File: config.mk
export PLATFORM = sky130hd
export DESIGN_NAME = ft245_sync_bus_arbiter_flat
export DESIGN_NICKNAME = d
export VERILOG_FILES = /design/src/rtl/ft245_sync_bus_arbiter_if.sv /design/src/rtl/ft245_sync_bus_arbiter.sv /design/src/flat_wrapper.sv
export SDC_FILE = /design/constraint.sdc
export NUM_CORES = 1
export LEC_CHECK = 0
export ABC_AREA = 1
export CELL_PAD_IN_SITES_DETAIL_PLACEMENT = 1
export CELL_PAD_IN_SITES_GLOBAL_PLACEMENT = 1
export CORE_MARGIN = 8
export CORE_UTILIZATION = 40
export CTS_CLUSTER_SIZE = 25
export DETAILED_ROUTE_END_ITERATION = 12
export PLACE_DENSITY_LB_ADDON = 0.05
export SYNTH_ARGS = -nofsm -noshare
export SYNTH_HDL_FRONTEND = slang
export SYNTH_SLANG_ARGS = --single-unit
File: constraint.sdc
create_clock -name ft245_dclk -period 4.1 [get_ports ft245_dclk]
set_input_delay 1.23 -clock ft245_dclk [delete_from_list [all_inputs] [get_ports ft245_dclk]]
set_output_delay 1.23 -clock ft245_dclk [all_outputs]
set_load 0.01 [all_outputs]
File: src/rtl/ft245_sync_bus_arbiter_if.sv
// Signal bundle between the FT245 sync-FIFO pins / RX-TX datapaths and the
// bus arbiter. The arbiter side uses the master modport; whatever drives the
// FIFO flags and datapath handshakes uses the slave modport.
interface ft245_sync_bus_arbiter_if;
    // FT245 FIFO status flags (active low)
    logic ft245_rxfn;
    logic ft245_txen;
    // Datapath handshakes
    logic rx_ready;
    logic tx_valid;
    // FT245 strobes (active low)
    logic ft245_oen;
    logic ft245_rdn;
    logic ft245_wrn;
    // Beat qualifiers and ownership status
    logic rd_beat;
    logic wr_beat;
    logic rd_grant;
    logic wr_grant;
    logic busy;

    modport master (
        input  ft245_rxfn, ft245_txen, rx_ready, tx_valid,
        output ft245_oen, ft245_rdn, ft245_wrn,
        output rd_beat, wr_beat, rd_grant, wr_grant, busy
    );

    modport slave (
        output ft245_rxfn, ft245_txen, rx_ready, tx_valid,
        input  ft245_oen, ft245_rdn, ft245_wrn,
        input  rd_beat, wr_beat, rd_grant, wr_grant, busy
    );
endinterface

File: src/rtl/ft245_sync_bus_arbiter.sv
// Half-duplex FT245 sync-FIFO bus arbiter. Grants the shared data bus to
// either the read (RX) or write (TX) direction, drives OE#/RD#/WR#, inserts a
// bus turnaround after every burst and round-robins between directions when
// both want the bus. Bursts are capped at MAX_BURST beats.
module ft245_sync_bus_arbiter #(
    parameter int MAX_BURST   = 256,
    parameter int TURN_CYCLES = 1
) (
    input  logic                            ft245_dclk,
    input  logic                            rstn,
    ft245_sync_bus_arbiter_if.master        bus
);

    localparam int BCW = $clog2(MAX_BURST + 1);
    localparam int TCW = $clog2(TURN_CYCLES + 1);

    localparam logic [BCW-1:0] BEAT_LAST = BCW'(MAX_BURST - 1);
    localparam logic [BCW-1:0] BEAT_MAX  = BCW'(MAX_BURST);
    localparam logic [TCW-1:0] TURN_LAST = TCW'(TURN_CYCLES - 1);

    typedef enum logic [2:0] {
        ST_IDLE,
        ST_RD_OE,
        ST_RD_BURST,
        ST_WR_BURST,
        ST_TURN
    } state_e;

    typedef enum logic {
        DIR_RD = 1'b0,
        DIR_WR = 1'b1
    } dir_e;

    state_e         state_q,    state_d;
    logic [BCW-1:0] beat_cnt_q, beat_cnt_d;
    logic [TCW-1:0] turn_cnt_q, turn_cnt_d;
    dir_e           last_dir_q, last_dir_d;
    logic           oen_q,      oen_d;
    logic           rdn_q,      rdn_d;

    logic           rd_req;
    logic           wr_req;
    logic           rd_beat_c;
    logic           wr_beat_c;
    logic           wrn_c;
    logic [BCW-1:0] beat_cnt_inc;

    assign rd_req = ~bus.ft245_rxfn & bus.rx_ready;
    assign wr_req = ~bus.ft245_txen & bus.tx_valid;

    // Beat counter never wraps: it holds at MAX_BURST.
    assign beat_cnt_inc = (beat_cnt_q == BEAT_MAX) ? beat_cnt_q : beat_cnt_q + BCW'(1);

    // State register and registered strobes; reset releases the bus at once.
    always_ff @(posedge ft245_dclk) begin
        // NOTE: reset is sampled synchronously here, and all state uses
        // non-blocking assignments so every flop sees pre-edge values.
        if (!rstn) begin
            state_q    <= ST_IDLE;
            beat_cnt_q <= '0;
            turn_cnt_q <= '0;
            last_dir_q <= DIR_WR;
            oen_q      <= 1'b1;
            rdn_q      <= 1'b1;
        end else begin
            state_q    <= state_d;
            beat_cnt_q <= beat_cnt_d;
            turn_cnt_q <= turn_cnt_d;
            last_dir_q <= last_dir_d;
            oen_q      <= oen_d;
            rdn_q      <= rdn_d;
        end
    end

    // Next-state, counter and strobe decisions for the bus sequencer.
    always_comb begin
        // NOTE: every signal written below gets a default first so no path
        // leaves it unassigned, which would otherwise infer a latch.
        state_d    = state_q;
        beat_cnt_d = beat_cnt_q;
        turn_cnt_d = turn_cnt_q;
        last_dir_d = last_dir_q;
        oen_d      = oen_q;
        rdn_d      = rdn_q;
        rd_beat_c  = 1'b0;
        wr_beat_c  = 1'b0;
        wrn_c      = 1'b1;

        unique case (state_q)
            ST_IDLE: begin
                // On a tie the direction not served last wins.
                if (rd_req && (!wr_req || last_dir_q == DIR_WR)) begin
                    state_d    = ST_RD_OE;
                    beat_cnt_d = '0;
                    last_dir_d = DIR_RD;
                    oen_d      = 1'b0;
                end else if (wr_req) begin
                    state_d    = ST_WR_BURST;
                    beat_cnt_d = '0;
                    last_dir_d = DIR_WR;
                end
            end

            ST_RD_OE: begin
                // The FT245 takes the bus during this cycle; start reading next.
                state_d = ST_RD_BURST;
                rdn_d   = 1'b0;
            end

            ST_RD_BURST: begin
                rd_beat_c = ~rdn_q & ~bus.ft245_rxfn & bus.rx_ready;
                if (rd_beat_c) begin
                    beat_cnt_d = beat_cnt_inc;
                end
                if (bus.ft245_rxfn || !bus.rx_ready ||
                    (rd_beat_c && beat_cnt_q == BEAT_LAST)) begin
                    state_d    = ST_TURN;
                    turn_cnt_d = '0;
                    rdn_d      = 1'b1;
                    oen_d      = 1'b1;
                end
            end

            ST_WR_BURST: begin
                // WR# follows the beat combinationally; the exiting beat still goes out.
                wr_beat_c = bus.tx_valid & ~bus.ft245_txen;
                wrn_c     = ~wr_beat_c;
                if (wr_beat_c) begin
                    beat_cnt_d = beat_cnt_inc;
                end
                if (bus.ft245_txen || !bus.tx_valid ||
                    (wr_beat_c && beat_cnt_q == BEAT_LAST)) begin
                    state_d    = ST_TURN;
                    turn_cnt_d = '0;
                end
            end

            ST_TURN: begin
                // Bus idles with OE# high; requests are not looked at here.
                if (turn_cnt_q == TURN_LAST) begin
                    state_d = ST_IDLE;
                end else begin
                    turn_cnt_d = turn_cnt_q + TCW'(1);
                end
            end

            default: begin
                state_d = ST_IDLE;
                oen_d   = 1'b1;
                rdn_d   = 1'b1;
            end
        endcase
    end

    assign bus.ft245_oen = oen_q;
    assign bus.ft245_rdn = rdn_q;
    assign bus.ft245_wrn = wrn_c;
    assign bus.rd_beat   = rd_beat_c;
    assign bus.wr_beat   = wr_beat_c;
    assign bus.rd_grant  = (state_q == ST_RD_OE) || (state_q == ST_RD_BURST);
    assign bus.wr_grant  = (state_q == ST_WR_BURST);
    assign bus.busy      = (state_q != ST_IDLE);

endmodule

File: src/flat_wrapper.sv
// flat-port wrapper written by rule: the top's interface ports become plain ports
module ft245_sync_bus_arbiter_flat 
#(
    parameter int MAX_BURST   = 256,
    parameter int TURN_CYCLES = 1
)
  (ft245_dclk, rstn, bus_ft245_rxfn, bus_ft245_txen, bus_rx_ready, bus_tx_valid, bus_ft245_oen, bus_ft245_rdn, bus_ft245_wrn, bus_rd_beat, bus_wr_beat, bus_rd_grant, bus_wr_grant, bus_busy);
  ft245_sync_bus_arbiter_if bus_i ();
  input  logic ft245_dclk;
  input  logic rstn;
  input wire logic [$bits(bus_i.ft245_rxfn)-1:0] bus_ft245_rxfn;
  input wire logic [$bits(bus_i.ft245_txen)-1:0] bus_ft245_txen;
  input wire logic [$bits(bus_i.rx_ready)-1:0] bus_rx_ready;
  input wire logic [$bits(bus_i.tx_valid)-1:0] bus_tx_valid;
  output wire logic [$bits(bus_i.ft245_oen)-1:0] bus_ft245_oen;
  output wire logic [$bits(bus_i.ft245_rdn)-1:0] bus_ft245_rdn;
  output wire logic [$bits(bus_i.ft245_wrn)-1:0] bus_ft245_wrn;
  output wire logic [$bits(bus_i.rd_beat)-1:0] bus_rd_beat;
  output wire logic [$bits(bus_i.wr_beat)-1:0] bus_wr_beat;
  output wire logic [$bits(bus_i.rd_grant)-1:0] bus_rd_grant;
  output wire logic [$bits(bus_i.wr_grant)-1:0] bus_wr_grant;
  output wire logic [$bits(bus_i.busy)-1:0] bus_busy;
  assign bus_i.ft245_rxfn = bus_ft245_rxfn;
  assign bus_i.ft245_txen = bus_ft245_txen;
  assign bus_i.rx_ready = bus_rx_ready;
  assign bus_i.tx_valid = bus_tx_valid;
  assign bus_ft245_oen = bus_i.ft245_oen;
  assign bus_ft245_rdn = bus_i.ft245_rdn;
  assign bus_ft245_wrn = bus_i.ft245_wrn;
  assign bus_rd_beat = bus_i.rd_beat;
  assign bus_wr_beat = bus_i.wr_beat;
  assign bus_rd_grant = bus_i.rd_grant;
  assign bus_wr_grant = bus_i.wr_grant;
  assign bus_busy = bus_i.busy;
  ft245_sync_bus_arbiter #(.MAX_BURST(MAX_BURST), .TURN_CYCLES(TURN_CYCLES)) u_core (.ft245_dclk(ft245_dclk), .rstn(rstn), .bus(bus_i));
endmodule
==> results of run 1 <==
==> sequential cells by signal (all words and copies together) (netlist names) <==
register and count:
u_core.beat_cnt_q 9, u_core.state_q 3, u_core.bus.ft245_oen 1, u_core.last_dir_q 1
u_core.bus.ft245_rdn 1
==> per-stage QoR <==
stage | power [W] | hold slack, ns | utilization (%) | setup slack [ns] | std cells
after global routing | 0.000506 | 0.500 | 49.5 | 0.253 | 208
after global placement | 0.000380 | 0.440 | 48.4 | 0.342 | 204
after floorplan | 0.000319 | 0.424 | - | 1.23 | 161
final | 0.000467 | 0.468 | 49.5 | 0.321 | 208
after detailed placement | 0.000387 | 0.449 | 48.4 | 0.306 | 204
after CTS | 0.000477 | 0.471 | 49.5 | 0.295 | 208
==> critical path, cell delays in order <==
cell	delay [ns]
clkdlybuf4s50_1	0.48
nand2_1	0.11
nor2_2	0.17
clkdlybuf4s50_1	0.56
==> cell usage in the layout (no fill, tap or decap), drive strengths merged <==
cell type       n
a21oi           8
clkbuf          4
clkdlybuf4s50  13
dfxtp          15
ha              3
inv            27
nand2          48
nand3          18
nand3b          1
nand4           3
nor2           25
nor3            6
nor4            1
o211ai          1
o21ai           4
xor2            1
==> area by class of cell <==
| type | count | area share [%] |
|---|---|---|
| repair buffers | 13 | 10.7 |
| clock buffers | 4 | 2.16 |
| flip-flops and latches | 15 | 24.7 |
| multi-input cells | 119 | 51.0 |
| well taps | 30 | 3.09 |
| inverters | 27 | 8.34 |
==> layer usage <==
layer	GRT usage, %	vias to the layer above
met5	0	-
met4	4.80	0
met3	3.69	5
met2	25.8	18
met1	13.5	475
li1	-	540
==> logic make-up (layout without fill, tap and decap cells) <==
kind of cell / count (synthesis) / after routing / share of synthesized area, %
simple gates: 102 / 102 / 49.5
fa+ha+maj: 3 / 3 / 3.68
compound gates: 13 / 13 / 6.62
flops: 15 / 15 / 29.4
xor+xnor: 1 / 1 / 0.858
buf+inv: 27 / 44 / 9.93
==> power by group through the flow <==
stage,combinational [W],clock [W],sequential (W)
5_1_grt,0.000225,0.0000973,0.000183
3_5_place_dp,0.000203,0,0.000184
6_report,0.000200,0.0000869,0.000181
4_1_cts,0.000204,0.0000913,0.000181
3_3_place_gp,0.000197,0,0.000183
2_1_floorplan,0.000137,0,0.000182
==> worst max path at each step <==
stage / cells after the start / to / start
6_report: 4 / bus_wr_beat / bus_tx_valid
2_1_floorplan: 4 / bus_ft245_wrn / bus_ft245_txen
4_1_cts: 4 / bus_wr_beat / bus_tx_valid
3_5_place_dp: 4 / bus_wr_beat / bus_tx_valid
5_1_grt: 6 / bus_ft245_wrn / bus_ft245_txen
3_3_place_gp: 4 / bus_wr_beat / bus_tx_valid
==> qor.txt, run 1 <==
Clk network pwr share -> 18.6%
Via Count -> 1038
Top Metal Used -> met4
Crit. End Element -> output pin
Vias in the first global route -> 1091
Hold Path End -> u_core.last_dir_q$_SDFFE_PN1P_
Relative slew slack -> 76.1%
Min-delay src -> u_core.last_dir_q$_SDFFE_PN1P_
CTS tree -> done
Setup TNS -> 0 ns
Post-synthesis cell area -> 1020 sq um
RR Startpoint -> u_core.beat_cnt_q[0]$_SDFFE_PN0P_
P per Cell Area -> 385 nW/um^2
Post-DRT Antenna Nets -> 0
Worst path arrival time -> 2.55 ns
Initial antenna violation count -> 0
Tot GR Track Use -> 13.5%
Min Tclk post-route -> 3.78 ns
Post-synth ARST share -> 0%
R2R setup slack -> 1.99 ns
Switch Pwr -> 0.000190 W
Number of flops mapped to enable cells by yosys -> 0
Finished Cell Area -> 1210 sq um
Met3 routed WL -> 171 microns
Comb pwr share -> 42.7%
Initial Util -> 41.6%
Worst-Margin Slew -> 0.357 ns
Congestion Overflow GR -> 0
Post-synth top flop -> dfxtp_1
Kind of critical path -> in2out
Syn nets -> 170
Reg2reg path depth -> 11
Met2 WL -> 1410 microns
Reg area -> 300 sq um
Period utilization -> 92.2%
Post-synthesis to final-layout area growth -> 19.0%
WL final -> 2720 microns
Die footprint -> 4420 sq um
CTS Sinks -> 15
Mean Syn Cell Area -> 6.34 sq um
Via-per-instance ratio -> 4.99
Syn Inst Count -> 161
Rows -> 18
Internal power -> 0.000277 W
Die W -> 66.5 microns
HP Class -> reg2reg
Crit Path Max Fanout -> 4
Hold depth -> 2
RSZ-0062 raised after global routing -> no
Synth warn -> 0
Leading post-synthesis cells by cell area -> dfxtp_1 29%, nand2_1 16%, nand3_1 8.8%, inv_1 8.8%, nor2_1 6.6%
Gpl congestion -> 0.833
WL per Instance -> 13.1 microns
Cell with the most instances after synthesis -> nand2_1
M1 WL -> 1090 microns
First-pass iteration count of the detailed router -> 5
Detail Placement HPWL -> 2270 microns
Layout cells sized above 1 -> 11.2%
Synth top area share -> 29.4%
Hold Buf Count CTS -> 0
Setup-failing EPs final -> 0
Max Clock Skew -> 0.00709 ns
Root buffer cell -> clkbuf_4
Final Slew Violations -> 0
Peak supply drop -> 0.242 mV
Nets -> 188
Pin count of the biggest net entering global routing -> 10
Core Box Area -> 2450 sq um
Sequential-to-total area share from yosys stat -> 29.4%
Distinct cells, synth -> 20
Multi-input logic area -> 619 sq um
Status -> finished, final reports clean
CTS Buffer Depth -> 2
Drc violations -> 0
Filler Cells Inserted -> 339
R2r endpoint -> u_core.state_q[1]$_SDFFE_PN0P_
DRT iter0 DRCs -> 28
Hold Vio Cnt, Final -> 0
First-pass GRT wire length -> 4680 microns
Die Span Y -> 66.5 microns
Postcts setup bufs -> 0
Post-DP Area -> 1190 sq um
Max Cap Viol -> 0
CP required -> 2.87 ns
Post-synth top area cell -> dfxtp_1
Synth cell count leaders -> 43 x nand2_1, 24 x inv_1, 18 x nand3_1, 18 x nor2_1, 15 x dfxtp_1
CTS clk-pin slew, worst paths -> 0.09 ns
Max frequency -> 265 MHz
Flop pwr share -> 38.7%
Cts bufs inserted -> 3
Sw Ratio -> 40.6%
Clock insertion delay at the later pin of the skew report -> 0.29 ns
# H-tree levels -> 1
Port bufs -> 13
Startpoint class of the critical path -> primary input
Cell leakage power -> 0.526 nW
Ant. Diodes -> 0
Flip-flop and latch count after synthesis -> 15
Post_cts resized -> 0
IO Pins -> 14
Power figures use the tool's default switching activity.
==> inputs of run 2 (changes only) <==
Settings changed: CORE_ASPECT_RATIO set to 0.8.
==> qor.txt, run 2 (synthesis results as in run 1) <==
Setup crit start -> bus_tx_valid
CTS Sinks -> 15
Worst-Margin Slew -> 0.328 ns
Rows -> 16
Crit Path Max Fanout -> 4
Setup TNS -> 0 ns
Max Cap Viol -> 0
Post-synthesis to final-layout area growth -> 20.1%
Relative slew slack -> 78.0%
Layout cells sized above 1 -> 11.8%
WP depth -> 4
IO Pins -> 14
CP required -> 2.87 ns
P per Cell Area -> 394 nW/um^2
Fin util -> 50.2%
Ant. Diodes -> 0
Port bufs -> 13
Gpl congestion -> 0.843
Initial Util -> 41.8%
Slowest stage delay, CP -> 0.56 ns
CTS clk-pin slew, worst paths -> 0.10 ns
Via Count -> 1073
WL final -> 3050 microns
Worst hold slack -> 0.469 ns
First-pass iteration count of the detailed router -> 4
Die W -> 72.5 microns
CP cell instances -> clkdlybuf4s50_1 > nand2_1 > nor2_2 > clkdlybuf4s50_1
Multi-input logic area -> 619 sq um
Postcts setup bufs -> 0
CTS Buffer Depth -> 2
RR Startpoint -> u_core.beat_cnt_q[0]$_SDFFE_PN0P_
WL per Instance -> 14.2 microns
Crit path capture -> bus_wr_beat
Tot GR Track Use -> 14.8%
CP Buf/Inv Count -> 2
Status -> finished, final reports clean
Min Tclk post-route -> 3.79 ns
Final Slew Violations -> 0
Hold Buf Count CTS -> 0
Initial antenna violation count -> 0
Commonest non-fill, non-tap cell in the layout -> nand2_1
Period utilization -> 92.5%
R2R setup slack -> 2.00 ns
Max Clock Skew -> 0.00432 ns
Congestion Overflow GR -> 0
R2r endpoint -> u_core.state_q[1]$_SDFFE_PN0P_
Via-per-instance ratio -> 5.01
Pin count of the biggest net entering global routing -> 11
Core Box Area -> 2440 sq um
CTS tree -> done
Post-route insts no fill -> 214
Filler Cells Inserted -> 356
Root buffer cell -> clkbuf_4
Detail Placement HPWL -> 2500 microns
Die footprint -> 4440 sq um
Hold Vio Cnt, Final -> 0
Biggest regs -> u_core.beat_cnt_q (9), u_core.state_q (3)
Die Span Y -> 61.2 microns
Worst path arrival time -> 2.56 ns
Crit. End Element -> output pin
First-pass GRT wire length -> 5040 microns
Clock insertion delay at the later pin of the skew report -> 0.30 ns
Most flop-heavy register -> u_core.beat_cnt_q
Peak supply drop -> 0.195 mV
Max frequency -> 264 MHz
Startpoint class of the critical path -> primary input
Setup-failing EPs final -> 0
Largest register FFs -> 9
Cell family with most CP delay -> buffers and inverters
Most frequent cells in the layout -> 43 x nand2_1, 24 x inv_1, 18 x nor2_1, 18 x nand3_1, 15 x dfxtp_1
Slowest-stage cell, CP -> clkdlybuf4s50_1
Cts bufs inserted -> 3
Reg2reg path depth -> 11
DRT iter0 DRCs -> 50
CP most frequent cell -> clkdlybuf4s50_1
RSZ-0062 raised after global routing -> no
Reg area -> 300 sq um
HP Class -> reg2reg
Cell leakage power -> 0.525 nW
Drc violations -> 0
Nets -> 188
Post-DRT Antenna Nets -> 0
Post_cts resized -> 0
Kind of critical path -> in2out
Cell count after placement -> 210
Vias in the first global route -> 1057
# H-tree levels -> 1
-- run 2: cell types whose count changed in the layout (fill, tap and decap cells not counted) --
cell and change:
clkinvlp_4 +1, clkbuf_1 -1
-- run 2: tightest hold or removal path, cell delays in order (launching register included) --
cell,delay (ns)
dfxtp_1,0.34
nand2_1,0.05
nand3_1,0.05
-- run 2: layout make-up --
class	count	share of cell area, %
Sequential cell	15	24.5
Clock inverter	1	0.612
Multi-Input combinational cell	119	50.5
Tap cell	36	3.67
Timing Repair Buffer	13	10.6
Clock buffer	3	1.84
Inverter	27	8.27
-- run 2: worst min-delay path by stage --
stage                                            startpoint                                 to  slack [ns]  depth (start not counted)
after CTS                    u_core.last_dir_q$_SDFFE_PN1P_     u_core.last_dir_q$_SDFFE_PN1P_        0.48                          2
after floorplan              u_core.last_dir_q$_SDFFE_PN1P_     u_core.last_dir_q$_SDFFE_PN1P_        0.42                          2
after detailed placement     u_core.last_dir_q$_SDFFE_PN1P_     u_core.last_dir_q$_SDFFE_PN1P_        0.45                          2
final                        u_core.last_dir_q$_SDFFE_PN1P_     u_core.last_dir_q$_SDFFE_PN1P_        0.47                          2
after global placement       u_core.last_dir_q$_SDFFE_PN1P_     u_core.last_dir_q$_SDFFE_PN1P_        0.44                          2
after global routing      u_core.bus.ft245_oen$_SDFFE_PN1P_  u_core.bus.ft245_oen$_SDFFE_PN1P_        0.51                          2
-- run 2: metrics by stage --
| step | setup slack (ns) | instance area, sq um | total power (W) |
|---|---|---|---|
| 2_1_floorplan | 1.23 | 1020 | 0.000319 |
| 3_3_place_gp | 0.317 | 1200 | 0.000382 |
| 3_5_place_dp | 0.305 | 1200 | 0.000390 |
| 4_1_cts | 0.299 | 1230 | 0.000484 |
| 5_1_grt | 0.257 | 1230 | 0.000518 |
| 6_report | 0.309 | 1230 | 0.000483 |
-- run 2: layer usage --
layer / wire length (microns) / global-route usage (%) / share of wire [%] / vias up
met5: 0 / 0 / 0 / -
met4: 20 / 2.84 / 0.66 / 0
met3: 135 / 4.72 / 4.4 / 4
met2: 1390 / 23.0 / 45 / 15
met1: 1510 / 19.6 / 49 / 513
li1: - / - / - / 541
-- run 2: power by group --
group,switching (W),internal (W),total [W]
logic,0.000130,0.0000763,0.000206
clock network,0.0000578,0.0000372,0.0000950
registers,0.0000184,0.000163,0.000182
==> inputs of run 3 (changes only) <==
Settings changed: CORE_UTILIZATION 40 to 46, DONT_BUFFER_PORTS set to 1.
==> qor.txt, run 3 (synthesis results as in run 1) <==
Status -> finished, final reports clean
Setup-failing EPs final -> 0
Hold Vio Cnt, Final -> 0
Die footprint -> 3990 sq um
HP Class -> reg2reg
Commonest non-fill, non-tap cell in the layout -> nand2_1
Multi-input logic area -> 619 sq um
Kind of critical path -> in2out
Cell family with most CP delay -> simple AND/OR/NAND/NOR gates
Peak supply drop -> 0.218 mV
First-pass GRT wire length -> 4620 microns
Nets -> 175
CTS Sinks -> 15
First-pass iteration count of the detailed router -> 4
Cell leakage power -> 0.475 nW
Die W -> 68.7 microns
R2R setup slack -> 2.10 ns
Reg area -> 300 sq um
Crit. End Element -> output pin
Finished Cell Area -> 1080 sq um
Clock insertion delay at the later pin of the skew report -> 0.30 ns
Post-DRT Antenna Nets -> 0
Slowest stage delay, CP -> 0.25 ns
Largest register FFs -> 9
Most crowded layer after global routing -> met1
CTS tree -> done
WL final -> 2690 microns
Worst slack, placed -> 1.13 ns
CP Buf/Inv Count -> 2
Met3 usage -> 4.23%
Max Clock Skew -> 0.000543 ns
WL per Instance -> 14.2 microns
Gpl congestion -> 0.793
Worst hold slack -> 0.494 ns
Cell count after placement -> 186
Drc violations -> 0
Min-delay src -> u_core.last_dir_q$_SDFFE_PN1P_
IO Pins -> 14
Initial antenna violation count -> 0
Setup TNS -> 0 ns
RSZ-0062 raised after global routing -> no
GR Util met2 -> 20.4%
Fin worst setup slack -> 1.11 ns
Post-DP Area -> 1050 sq um
Setup crit start -> bus_ft245_txen
P per Cell Area -> 418 nW/um^2
Cts bufs inserted -> 3
Root buffer cell -> clkbuf_4
Worst-Margin Slew -> 0.360 ns
Final Slew Violations -> 0
Congestion Overflow GR -> 0
Relative slew slack -> 75.8%
# H-tree levels -> 1
Detail Placement HPWL -> 2230 microns
CTS Buffer Depth -> 2
CP most frequent cell -> inv_1
Post_cts resized -> 0
Layout cells sized above 1 -> 12.7%
Initial Util -> 48.1%
Max frequency -> 335 MHz
RR Startpoint -> u_core.beat_cnt_q[0]$_SDFFE_PN0P_
GR Layer Usage met1 -> 22.5%
Max Cap Viol -> 0
Filler Cells Inserted -> 307
Most flop-heavy register -> u_core.beat_cnt_q
Via Count -> 997
CP cell instances -> inv_1 > nand2_1 > nor2_2 > inv_1
Port bufs -> 0
Postcts setup bufs -> 0
DRT iter0 DRCs -> 35
Biggest regs -> u_core.beat_cnt_q (9), u_core.state_q (3)
Crit Path Max Fanout -> 4
Rows -> 15
Tot GR Track Use -> 15.1%
Period utilization -> 72.8%
Worst path arrival time -> 1.76 ns
CP required -> 2.87 ns
Post-synthesis to final-layout area growth -> 6.01%
Die Span Y -> 58.1 microns
Core Box Area -> 2120 sq um
Via-per-instance ratio -> 5.25
Min Tclk post-route -> 2.99 ns
Startpoint class of the critical path -> primary input
Slowest-stage cell, CP -> nor2_2
Pin count of the biggest net entering global routing -> 11
Hold Buf Count CTS -> 0
Most frequent cells in the layout -> 43 x nand2_1, 24 x inv_1, 18 x nor2_1, 18 x nand3_1, 15 x dfxtp_1
Ant. Diodes -> 0
Vias in the first global route -> 970
Post-route insts no fill -> 190
CTS clk-pin slew, worst paths -> 0.10 ns
==> run 3: worst paths after layout <==
check / end / cells past startpoint
setup / recovery: bus_ft245_wrn / 4
hold / removal: u_core.last_dir_q$_SDFFE_PN1P_ / 2
setup reg to reg: u_core.bus.ft245_oen$_SDFFE_PN1P_ / 11
hold reg to reg: u_core.last_dir_q$_SDFFE_PN1P_ / 2
==> run 3: routing by layer <==
metal	up-vias	wire, microns
met3	5	97
li1	518	-
met2	15	1110
met1	459	1450
met4	0	28
met5	-	0
==> run 3: layout make-up <==
cell class	instances	area share, %
Tap cell	25	2.89
Multi-Input combinational cell	119	57.2
Clock buffer	3	2.08
Inverter	27	9.36
Sequential cell	15	27.7
Clock inverter	1	0.694
==> run 3: per-stage QoR <==
step | power (W) | utilization (%)
final | 0.000452 | 51.0
after global routing | 0.000484 | 51.0
after CTS | 0.000458 | 51.0
after detailed placement | 0.000362 | 49.6
after global placement | 0.000354 | 49.6
after floorplan | 0.000319 | -
==> run 3: worst register-to-register path, delay by kind of cell (launching register included) <==
family | cells | cell delay, ns
AOI/OAI and AO/OA | 1 | 0.27
buffers and inverters | 2 | 0.16
and+or+nand+nor | 6 | 0.67
adders and majority gates | 2 | 0.39
DFF | 1 | 0.41
==> run 3: power breakdown <==
part / switching [W] / internal, W
logic: 0.000119 / 0.0000547
registers: 0.0000212 / 0.000163
clock network: 0.0000567 / 0.0000372
total: 0.000197 / 0.000255
==> RTL change, RTL diff (settings of run 2) <==
The 5 states of `state_e` get a one-hot encoding in 5 bits.
--- a/src/rtl/ft245_sync_bus_arbiter.sv
+++ b/src/rtl/ft245_sync_bus_arbiter.sv
@@ -18,12 +18,12 @@
     localparam logic [BCW-1:0] BEAT_MAX  = BCW'(MAX_BURST);
     localparam logic [TCW-1:0] TURN_LAST = TCW'(TURN_CYCLES - 1);
 
-    typedef enum logic [2:0] {
-        ST_IDLE,
-        ST_RD_OE,
-        ST_RD_BURST,
-        ST_WR_BURST,
-        ST_TURN
+    typedef enum logic [4:0] {
+        ST_IDLE     = 5'b00001,
+        ST_RD_OE    = 5'b00010,
+        ST_RD_BURST = 5'b00100,
+        ST_WR_BURST = 5'b01000,
+        ST_TURN     = 5'b10000
     } state_e;
 
     typedef enum logic {
Behaviour: same outputs for any inputs over 10 cycles, from zero or initial values and one cycle with rstn low; not proved beyond that.
==> RTL change against run 2 <==
  * Wire length up 2.6%
  * Clock power is 5.9% lower
  * Total power decreased by 12%
  * Setup slack worse by 120 ps
  * Sequential share of layout area up 1.4 points
  * Final area up 7.2%
  * Area after synthesis rose by 9.3%
  * Sequential cell count is 2 higher
  * Die area rose by 7.0%
  * Critical path type unchanged
  * Critical endpoint unchanged
  * Final cell count up 7.0%
==> RTL change: results <==
[placed_design]
place_area_sq_mm = 0.00129
dpl_worst_slack_ps = 195
place_congestion = 0.828

[yosys]
synth_cell_types = 22
ys_seq_area_frac = 0.305
synthCells = 175
synth_fa_ha_area_frac = 0.0336
yosys.area_share.xor_xnor = 0
synth.area.top_cells = "dfxtp_1, nand2_1, nand3_1"

[outcome]
outcome = "finished clean"

[layout]
fillers = 387
buf_share = 0.0990
multi_input_cells = 129
drive_above_1_share = 0.0995
multi_input_area_share = 0.504
num-nonclk-inverters = 28
area_growth_pct = 17.8
nClkBuffers = 4

[global_routing]
grt_pass1_vias = 1130
grt_pass1_wl_microns = 5220

[pwr]
powerComb_uw = 142
irDropWorstVdd_mv = 0.214
pwr-share-seq = 0.457
switchingPower_uw = 154
leakage_uw = 0.000593

[floorplanning]
fp.dieW_microns = 75.1

[sta]
relSlewSlack = 0.674
finalCriticalPeriod_ps = 3910
whs_ps = 462

[critical_path]
r2r-end = "u_core.bus.ft245_rdn"
critPathMaxStageDelay_ps = 580

[detailed_routing]
wl_microns = 3130
[RTL change: cell types whose count changed after synthesis, moves of 2 or more]
cell,delta
nor2_1,+7
nor3_1,-2
nand2_1,+2
nor2_8,+2
nand3_1,+2
dfxtp_1,+2
[RTL change: layer usage]
| metal | routed length, microns | up-vias | track usage | part of all wire |
|---|---|---|---|---|
| met3 | 116 | 2 | 0.0411 | 0.037 |
| met5 | 0 | - | 0 | 0 |
| met4 | 8 | 0 | 0.0244 | 0.0026 |
| li1 | - | 583 | - | - |
| met2 | 1380 | 16 | 0.208 | 0.44 |
| met1 | 1620 | 532 | 0.187 | 0.52 |
[RTL change: worst max path at each step]
stage	from	to	slack (ps)	cells after the start
after global placement	bus_tx_valid	bus_wr_beat	260	4
final	bus_tx_valid	bus_wr_beat	190	4
after global routing	bus_tx_valid	bus_wr_beat	130	4
after floorplan	bus_ft245_txen	bus_ft245_wrn	1110	4
after detailed placement	bus_ft245_txen	bus_wr_beat	200	5
after CTS	bus_ft245_txen	bus_wr_beat	190	5
